==> config.mk <==
export PLATFORM = sky130hd
export DESIGN_NAME = demux_reg_flat
export DESIGN_NICKNAME = d
export VERILOG_FILES = /design/src/rtl/demux_reg_if.sv /design/src/rtl/demux_reg.sv /design/src/flat_wrapper.sv
export SDC_FILE = /design/constraint.sdc
export NUM_CORES = 1
export LEC_CHECK = 0
export CAP_MARGIN = 20
export CELL_PAD_IN_SITES_DETAIL_PLACEMENT = 0
export CELL_PAD_IN_SITES_GLOBAL_PLACEMENT = 1
export CORE_MARGIN = 1.5
export CORE_UTILIZATION = 18
export CTS_CLUSTER_DIAMETER = 150
export DETAILED_ROUTE_END_ITERATION = 8
export PLACE_DENSITY_LB_ADDON = 0.1
export SLEW_MARGIN = 20
export SYNTH_ARGS = -nofsm -noshare
export SYNTH_HDL_FRONTEND = slang
export SYNTH_SLANG_ARGS = --single-unit
==> constraint.sdc <==
create_clock -name clk -period 1 [get_ports clk]
set_clock_uncertainty 0.15 [all_clocks]
set_input_delay 0.15 -clock clk [delete_from_list [all_inputs] [get_ports clk]]
set_output_delay 0.15 -clock clk [all_outputs]
set_load 0.01 [all_outputs]
==> src/rtl/demux_reg_if.sv <==
// Handshake bundle for demux_reg: one input stream steered to two registered output slots.
// The master side drives the input word and the sink ready strobes; the slave side is the demux itself.
interface demux_reg_if #(
    parameter int WIDTH = 1
);
    logic [WIDTH-1:0] d;
    logic             d_valid;
    logic             sel;
    logic             d_ready;

    logic [WIDTH-1:0] q0;
    logic             q0_valid;
    logic             q0_ready;

    logic [WIDTH-1:0] q1;
    logic             q1_valid;
    logic             q1_ready;

    logic [7:0]       cnt0;
    logic [7:0]       cnt1;

    modport master (
        output d, d_valid, sel, q0_ready, q1_ready,
        input  d_ready, q0, q0_valid, q1, q1_valid, cnt0, cnt1
    );

    modport slave (
        input  d, d_valid, sel, q0_ready, q1_ready,
        output d_ready, q0, q0_valid, q1, q1_valid, cnt0, cnt1
    );
endinterface

==> src/rtl/demux_reg.sv <==
// 1-to-2 registered demultiplexer with an independent single-entry slot per output.
// Optional per-output transfer counters are built when DEMUX_REG_STATS_EN is defined.
module demux_reg #(
    parameter int WIDTH = 1
) (
    input logic        clk,
    input logic        rst_n,
    demux_reg_if.slave bus
);
    localparam int NUM_SLOTS = 2;

    logic [WIDTH-1:0]     slot_data_reg [NUM_SLOTS];
    logic [NUM_SLOTS-1:0] slot_valid_reg;
    logic [NUM_SLOTS-1:0] sink_ready;
    logic [NUM_SLOTS-1:0] load;
    logic [NUM_SLOTS-1:0] drain;
    logic                 d_ready_int;
    logic                 accept;

    // Ready looks only at the addressed slot, so a stalled slot never blocks the other.
    assign sink_ready  = {bus.q1_ready, bus.q0_ready};
    assign d_ready_int = ~slot_valid_reg[bus.sel] | sink_ready[bus.sel];
    assign accept      = bus.d_valid & d_ready_int;
    assign bus.d_ready = d_ready_int;

    genvar gi;
    generate
        for (gi = 0; gi < NUM_SLOTS; gi++) begin : g_slot
            assign load[gi]  = accept & (bus.sel == 1'(gi));
            assign drain[gi] = slot_valid_reg[gi] & sink_ready[gi];

            // A load wins over a drain so a same-cycle refill keeps valid high with no bubble.
            always_ff @(posedge clk or negedge rst_n) begin
                if (!rst_n) begin
                    slot_valid_reg[gi] <= 1'b0;
                    slot_data_reg[gi]  <= '0;
                end else if (load[gi]) begin
                    slot_valid_reg[gi] <= 1'b1;
                    slot_data_reg[gi]  <= bus.d;
                end else if (drain[gi]) begin
                    slot_valid_reg[gi] <= 1'b0;
                end
            end
        end
    endgenerate

    assign bus.q0       = slot_data_reg[0];
    assign bus.q0_valid = slot_valid_reg[0];
    assign bus.q1       = slot_data_reg[1];
    assign bus.q1_valid = slot_valid_reg[1];

`ifdef DEMUX_REG_STATS_EN
    logic [7:0] cnt_reg [NUM_SLOTS];

    generate
        for (gi = 0; gi < NUM_SLOTS; gi++) begin : g_cnt
            // Free-running 8-bit count of completed output transfers; wraps naturally.
            always_ff @(posedge clk or negedge rst_n) begin
                if (!rst_n) begin
                    cnt_reg[gi] <= 8'd0;
                end else if (drain[gi]) begin
                    cnt_reg[gi] <= cnt_reg[gi] + 8'd1;
                end
            end
        end
    endgenerate

    assign bus.cnt0 = cnt_reg[0];
    assign bus.cnt1 = cnt_reg[1];
`else
    assign bus.cnt0 = 8'd0;
    assign bus.cnt1 = 8'd0;
`endif
endmodule

==> src/flat_wrapper.sv <==
// flat-port wrapper written by rule: the top's interface ports become plain ports
module demux_reg_flat 
#(
    parameter int WIDTH = 1
)
  (clk, rst_n, bus_d, bus_d_valid, bus_sel, bus_q0_ready, bus_q1_ready, bus_d_ready, bus_q0, bus_q0_valid, bus_q1, bus_q1_valid, bus_cnt0, bus_cnt1);
  demux_reg_if #(.WIDTH(WIDTH)) bus_i ();
  input logic clk;
  input logic rst_n;
  input wire logic [$bits(bus_i.d)-1:0] bus_d;
  input wire logic [$bits(bus_i.d_valid)-1:0] bus_d_valid;
  input wire logic [$bits(bus_i.sel)-1:0] bus_sel;
  input wire logic [$bits(bus_i.q0_ready)-1:0] bus_q0_ready;
  input wire logic [$bits(bus_i.q1_ready)-1:0] bus_q1_ready;
  output wire logic [$bits(bus_i.d_ready)-1:0] bus_d_ready;
  output wire logic [$bits(bus_i.q0)-1:0] bus_q0;
  output wire logic [$bits(bus_i.q0_valid)-1:0] bus_q0_valid;
  output wire logic [$bits(bus_i.q1)-1:0] bus_q1;
  output wire logic [$bits(bus_i.q1_valid)-1:0] bus_q1_valid;
  output wire logic [$bits(bus_i.cnt0)-1:0] bus_cnt0;
  output wire logic [$bits(bus_i.cnt1)-1:0] bus_cnt1;
  assign bus_i.d = bus_d;
  assign bus_i.d_valid = bus_d_valid;
  assign bus_i.sel = bus_sel;
  assign bus_i.q0_ready = bus_q0_ready;
  assign bus_i.q1_ready = bus_q1_ready;
  assign bus_d_ready = bus_i.d_ready;
  assign bus_q0 = bus_i.q0;
  assign bus_q0_valid = bus_i.q0_valid;
  assign bus_q1 = bus_i.q1;
  assign bus_q1_valid = bus_i.q1_valid;
  assign bus_cnt0 = bus_i.cnt0;
  assign bus_cnt1 = bus_i.cnt1;
  demux_reg #(.WIDTH(WIDTH)) u_core (.clk(clk), .rst_n(rst_n), .bus(bus_i));
endmodule
# Yosys cells after proc, flatten, opt, wreduce, memory -nomap -nowiden
# Cells that the tools add are included.
# Widths: inputs -> output; s select.
[totals]
in_bits = 7
register_bits = 4
output_inout_bits = 21
elab_cells = 23
[classes]
n_lt_le_gt_ge = 1
muxes = 8
reduce_logical = 2
bitwise_logic = 8
[ops]
columns = ["op", "count"]
rows = [
  ["$mux 1", 8],
  ["$and 1x1->1", 5],
  ["$reduce_bool 2->1", 2],
  ["$lt 1x2->1 const B", 1],
  ["$not 1->1", 2],
  ["$or 1x1->1", 1],
]

# Longest topological paths before layout
[depth]
ltp_word = 7
mapped_depth = 3
depth_no_buf = 3

# Worst setup path before layout
# No wires, ideal clock.
[synth_path]
path_type = "register to register"
start = "register u_core.slot_valid_reg[1], in the netlist u_core.bus.q1_valid"
end = "register u_core.slot_data_reg (netlist bit u_core.bus.q1)"
period_less_slack_ns = 1.204
slack_ns = -0.204
setup_ns = 0.127
required_time_ns = 0.723
path_stages_with_launch = 4
arrival_time_ns = 0.927
path_cell_list = "dfrtp_1 > nor2b_4 > nor2_2 > mux2_1"
[synth_between]
elab_chain_cells = 6
[synth_lines]
columns = ["element", "line_no", "rtl"]
rows = [
  ["from (decl)", "demux_reg.sv:13", "logic [NUM_SLOTS-1:0] slot_valid_reg;"],
  ["from (signal, indexed assignment)", "demux_reg.sv:35", "slot_valid_reg[gi] <= 1'b0;"],
  ["from (signal, indexed assignment)", "demux_reg.sv:38", "slot_valid_reg[gi] <= 1'b1;"],
  ["from (signal, indexed assignment)", "demux_reg.sv:41", "slot_valid_reg[gi] <= 1'b0;"],
  ["$mux 1 (not written as such) (2 in series)", "demux_reg.sv:22", "assign d_ready_int = ~slot_valid_reg[bus.sel] | sink_ready[bus.sel];"],
  ["$not 1->1", "demux_reg.sv:22", ""],
  ["$or 1x1->1", "demux_reg.sv:22", ""],
  ["$and 1x1->1", "demux_reg.sv:23", "assign accept = bus.d_valid & d_ready_int;"],
  ["$and 1x1->1", "demux_reg.sv:29", "assign load[gi] = accept & (bus.sel == 1'(gi));"],
  ["to (signal, indexed assignment)", "demux_reg.sv:39", "slot_data_reg[gi] <= bus.d;"],
  ["to (decl)", "demux_reg.sv:12", "logic [WIDTH-1:0] slot_data_reg [NUM_SLOTS];"],
]
# No other way between the ends. The select of a mux whose other input is x is not followed.
# A chain may end at the register's enable or synchronous reset.

# Worst setup path in the final report
[layout_path]
start = "register u_core.slot_valid_reg[0], in the netlist u_core.bus.q0_valid"
end = "output bus_d_ready"
[layout_between]
elab_chain_cells = 4
[layout_lines]
columns = ["element", "line_no", "rtl"]
rows = [
  ["$mux 1 (not written as such) (2 in series)", "demux_reg.sv:22", ""],
  ["$not 1->1", "demux_reg.sv:22", ""],
  ["$or 1x1->1", "demux_reg.sv:22", ""],
  ["to (decl)", "flat_wrapper.sv:15", "output wire logic [$bits(bus_i.d_ready)-1:0] bus_d_ready;"],
]
# No other way between the ends. The select of a mux whose other input is x is not followed.

==> impl_metrics.yaml <==
outcome:
  status: "finished with violations"
  violations: "negative hold slack, negative setup slack"
sta:
  fin_tns_setup_ns: -1.05
  setup_viol: 7
  hold_viol_final: 4
  maxSlewViolCount: 0
  period_needed_ns: 1.28
  whs_ns: -0.0270
  layout_setup_ws_ns: -0.284
  finalCritPeriodShare: 1.28
  rsz0062_at_grt: "true"
  fmax_mhz: 779
synthesis:
  muxShareOfSynthArea: 0.0805
  ys_warn_count: 0
  ys_ff_latch: 4
  avgSynthCellArea_sq_um: 9.90
  synth_edf_count: 0
  netlist.area_leader.share: 0.368
  synthXorXnorAreaFrac: 0
  synthTopCellsByCount: "16 x buf_4, 4 x dfrtp_1"
  async_flop_share: 1.00
  synthFlopType: "dfrtp_1"
  syn-cell-area_sq_um: 327
  yosys.area_share.simple: 0.192
  synth-compound-area-share: 0.0307
  synth_fa_ha_area_frac: 0
  ys_top_cells_by_area: "buf_4 37%, dfrtp_1 31%, nand3b_4 6.1%"
  syn_inst: 33
  synth_cell_types: 15
  post-synth-top-count-cell: "buf_4"
  yosysSeqAreaShare: 0.307
  synth_area_leader_cell: "buf_4"
  synth_top_family_by_area: "buffers and inverters"
final_layout:
  num-fill-cells: 204
  multi_input_area_sq_um: 183
  antenna_cells: 0
  drive_gt1_frac: 0.415
  synthToLayoutAreaGrowth_pct: 48.7
  nets: 62
  final_cell_count_no_fill: 78
  regArea_sq_um: 100
  utilization: 0.284
worst_setup_path:
  r2r_start: "u_core.bus.q1_valid"
  criticalPathCategory: "register to output pin"
  cp_max_fo: 2
  arrival_ns: 0.98
  cp-start-kind: "register"
  critPathCaptureType: "output pin"
  critical_path_required_ns: 0.70
  crit_start: "u_core.bus.q0_valid"
placement:
  gp_congestion: 0.632
  portBuffers: 11
  dpl.hpwl_microns: 497
  dp.cells: 75
route:
  avgRoutedWirePerCell_microns: 7.26
  drt_iter0_drc: 0
  antenna_left: 0
  first_pass_iters: 1
  viasPerCell: 2.90
  wl_microns: 566
  vias: 226
  drc_errors: 0
cts:
  cts_tree: "yes"
  clock-root-buffer: "clkbuf_4"
  ctsLongestPathBuffers: 2
  clock-sinks: 4
  post-cts-setup-buffers: 0
  insertion_delay_ns: 0.23
  htreeDepth: 1
  clkTransAtPathRegs_ns: 0.04
  numCtsBuffers: 3
pwr:
  leakage_nw: 0.268
  peakVddDrop_mv: 0.224
  power_density_nw_per_um2: 1210
grt:
  first_global_vias: 201
  antenna_found_initial: 0
  overflow: 0
  grt_pass1_wl_microns: 862
  grt_use_total: 0.0692
  grt_start_max_net_pins: 5
floorplanning:
  die_area_sq_um: 2080
  placementRows: 15
  die_x_microns: 45.6
  dieHeight_microns: 45.6
  core-area_sq_um: 1710
  start_util: 0.191
  io_pins: 28
job:
  drv_cap: 0
worst_hold_path:
  worstHoldPathType: "primary input to async pin"
final timing paths:
path / endpoint / slack [ns] / cells past startpoint
setup / recovery: bus_d_ready / -0.28 / 4
hold / removal: u_core.bus.q0_valid / -0.03 / 1
setup reg to reg: u_core.bus.q1 / -0.24 / 4
hold reg to reg: u_core.bus.q1 / 0.43 / 2
max in group asynchronous: u_core.bus.q1 / 0.56 / 1
min in group clk: u_core.bus.q0_valid / 0.21 / 4
state kept, by name (all words and copies together) (netlist names):
| name | cells |
|---|---|
| u_core.bus.q0 | 1 |
| u_core.bus.q1 | 1 |
| u_core.bus.q1_valid | 1 |
| u_core.bus.q0_valid | 1 |
metal layers:
| layer | track usage | part of all wire | routed length, microns | up-vias |
|---|---|---|---|---|
| met4 | 0.124 | 0.042 | 24 | 0 |
| li1 | - | - | - | 111 |
| met2 | 0.0873 | 0.50 | 283 | 18 |
| met3 | 0.0238 | 0.14 | 79 | 2 |
| met5 | 0 | 0 | 0 | - |
| met1 | 0.0647 | 0.32 | 179 | 95 |
critical path, cell delays in order (launching register included):
cell	delay, ns
dfrtp_1	0.39
nand2b_4	0.08
nor2_2	0.03
a21oi_1	0.10
buf_2	0.14
cells by family (layout without fill, tap and decap cells):
logic type | count (synthesis) | in the layout
AOI/OAI and AO/OA | 2 | 2
and+or+nand+nor | 7 | 7
other | 1 | 16
buffers and inverters | 17 | 22
DFF | 4 | 4
muxes | 2 | 2
layout by cell type, fill, tap and decap left out:
master / instances
conb_1: 16
buf_4: 6
buf_2: 4
dfrtp_1: 4
clkbuf_4: 3
clkdlybuf4s50_1: 3
dlygate4sd2_1: 3
nand2b_4: 2
mux2_4: 2
nor2b_4: 1
nor2_2: 1
a21oi_1: 1
nand2_1: 1
inv_1: 1
o21ai_0: 1
nor2_4: 1
nand3b_4: 1
dlymetal6s2s_1: 1
buf_6: 1
power breakdown:
part	leakage (nW)	internal [mW]	switching (mW)
clock network	0.0138	0.134	0.0610
registers	0.0479	0.185	0.0112
logic	0.206	0.110	0.0884
cell type report:
| class | count | share of cell area |
|---|---|---|
| clock buffer | 3 | 0.0464 |
| inverter | 1 | 0.00773 |
| multi-input combinational | 27 | 0.376 |
| sequential | 4 | 0.206 |
| tap | 25 | 0.0644 |
| timing repair buffer | 18 | 0.299 |
what timing repair did:
action | in CTS | in global routing
pin swaps | 1 | 0
endpoints found under the hold margin | 4 | 4
endpoints found under the setup margin | 8 | 9
gates resized for setup | 24 | 1
per-stage QoR:
stage | instance area (sq um) | setup WS [ns] | total power [mW]
after floorplan | 387 | -0.181 | 0.332
after global placement | 460 | -0.743 | 0.412
after detailed placement | 460 | -0.733 | 0.412
after CTS | 483 | -0.315 | 0.606
after global routing | 485 | -0.346 | 0.629
final | 485 | -0.284 | 0.589
Note: power is estimated with default switching activity, not from simulation.
==> RTL edit (same settings) <==
The option `DEMUX_REG_STATS_EN` is turned on by a define.
--- a/src/rtl/demux_reg.sv
+++ b/src/rtl/demux_reg.sv
@@ -2,2 +2,4 @@
 // Optional per-output transfer counters are built when DEMUX_REG_STATS_EN is defined.
+`define DEMUX_REG_STATS_EN
+
 module demux_reg #(
Behaviour: not the same (a bounded check fails within 4 cycles, from zero or initial values and one cycle with rst_n low).
==> RTL edit against the unedited design <==
  * The flow finishes with violations (negative setup slack)
  * Critical path depth shrank 1
  * Register-to-register slack got worse by 0.26 ns
  * Synthesized area grew to 2.6 times the old value
  * Sequential share of layout area rose by 8.4 points
  * Sequential cell count increased by 16
  * Cell area grew to 3.6 times the old value
  * Setup slack got worse by 0.25 ns
  * Power increased to 6.3 times the old value
  * Routed wire length grew to 4.0 times the old value
==> RTL edit: results <==
export IMPL_wl_per_cell_um=11.2
export IMPL_fillCellCount=479
export IMPL_yosysSeqAreaShare_pct=58.0
export IMPL_via_count=793
export IMPL_synthTopCellsByCount="dfrtp_1, xnor2_1, nand2_1, mux2_2, nand4_1"
export IMPL_drive_gt1_share_pct=64.8
export IMPL_cts_resized=121
export IMPL_seqCellArea_sq_um=500
export IMPL_worst_slack_ns=-0.535
export IMPL_postSynthCellCount=70
export IMPL_synth_cell_types=19
export IMPL_place_gp_congestion=0.647
export IMPL_swShare_pct=31.9
export IMPL_cts_made_buffers=3
export IMPL_clk_pin_slew_ns=0.08
export IMPL_grt_pass1_vias=779
export IMPL_grt_pass1_wl_um=3560
export IMPL_ys_top_cells_by_area="dfrtp_1, xnor2_1, mux2_2"
export IMPL_n_clock_buffer=4
export IMPL_dpl_cell_area_sq_um=1410
export IMPL_drt_first_iter_violations=18
export IMPL_inverters_excl_clock=2
export IMPL_fin_nets=155
export IMPL_drt_first_pass_iters=4
export IMPL_multi_input_gates=47
export IMPL_grt_usage_pct=8.84
export IMPL_clock_area_share_pct=3.19
export IMPL_root_buffer="clkbuf_8"
export IMPL_holdWs_ns=0.0768
export IMPL_portBuffers=27
export IMPL_outcome="complete, but fails checks"
export IMPL_clkPwrFrac_pct=16.8
export IMPL_slowest_stage="dfrtp_1"
export IMPL_p_leak_uw=0.000874
export IMPL_drt_wl_total_um=2240
export IMPL_violations="negative setup slack"
export IMPL_setup_viol=40
export IMPL_dpl_hpwl_um=1400
export IMPL_multi_input_area_sq_um=479
export IMPL_buffers=72
export IMPL_nonClkBufAreaFrac_pct=35.7
export IMPL_dp_cells=174
export IMPL_clock_sinks=20
export IMPL_power_frac_seq_pct=32.7
export IMPL_clock_path_buffers=2
export IMPL_peakVddDrop_v=0.000792
export IMPL_p_per_area_nw_per_um2=2150
export IMPL_cts_setup_buffers=14
export IMPL_ff2ff_setup_slack_ns=-0.50
export IMPL_max_stage_delay_ns=0.34
export IMPL_clock_latency_ns=0.26
export IMPL_grt_max_degree=21
-- RTL edit: changes by cell type in the layout (fill, tap and decap cells not counted), moves of 5 or more --
cell     before  now
buf_6         1   23
buf_2         4   15
buf_4         6   27
conb_1       16    0
nand4_1       0    5
xnor2_1       0    8
dfrtp_1       4   20
-- RTL edit: cell families (layout without fill, tap and decap cells) --
group,count (synthesis),in the layout,share of synthesized area (%)
adder cells (fa/ha/maj),2,2,2.90
AO/OA/AOI/OAI,1,1,0.579
XOR/XNOR,14,14,14.2
AND/OR/NAND/NOR,25,25,16.4
multiplexers,5,5,6.52
buffers and inverters,3,78,1.45
flip-flops,20,20,58.0
-- RTL edit: per-stage QoR --
| stage | power [uW] | setup TNS [ns] | setup slack [ns] |
|---|---|---|---|
| 2_1_floorplan | 1790 | -3.26 | -0.397 |
| 3_3_place_gp | 2720 | -13.59 | -0.902 |
| 3_5_place_dp | 2720 | -13.53 | -0.880 |
| 4_1_cts | 3600 | -8.71 | -0.559 |
| 5_1_grt | 3970 | -10.54 | -0.585 |
| 6_report | 3710 | -8.94 | -0.535 |
-- RTL edit: routing by layer --
layer  GRT usage (%)  part of all wire [%]  wire length (um)
met1            11.4                    46              1030
met2            14.1                    49              1100
met3            1.81                   3.7                82
met4            4.40                   1.1                25
met5               0                     0                 0
-- RTL edit: path summary, 6_finish.rpt --
check / start / endpoint
max: u_core.bus.q1_valid / bus_d_ready
min: rst_n / u_core.bus.cnt1[7]
max reg2reg: u_core.bus.cnt1[1] / u_core.bus.cnt1[7]
min reg2reg: u_core.bus.q0 / u_core.bus.q0
max in group asynchronous: rst_n / u_core.bus.q0_valid
min in group clk: bus_q1_ready / u_core.bus.cnt1[2]
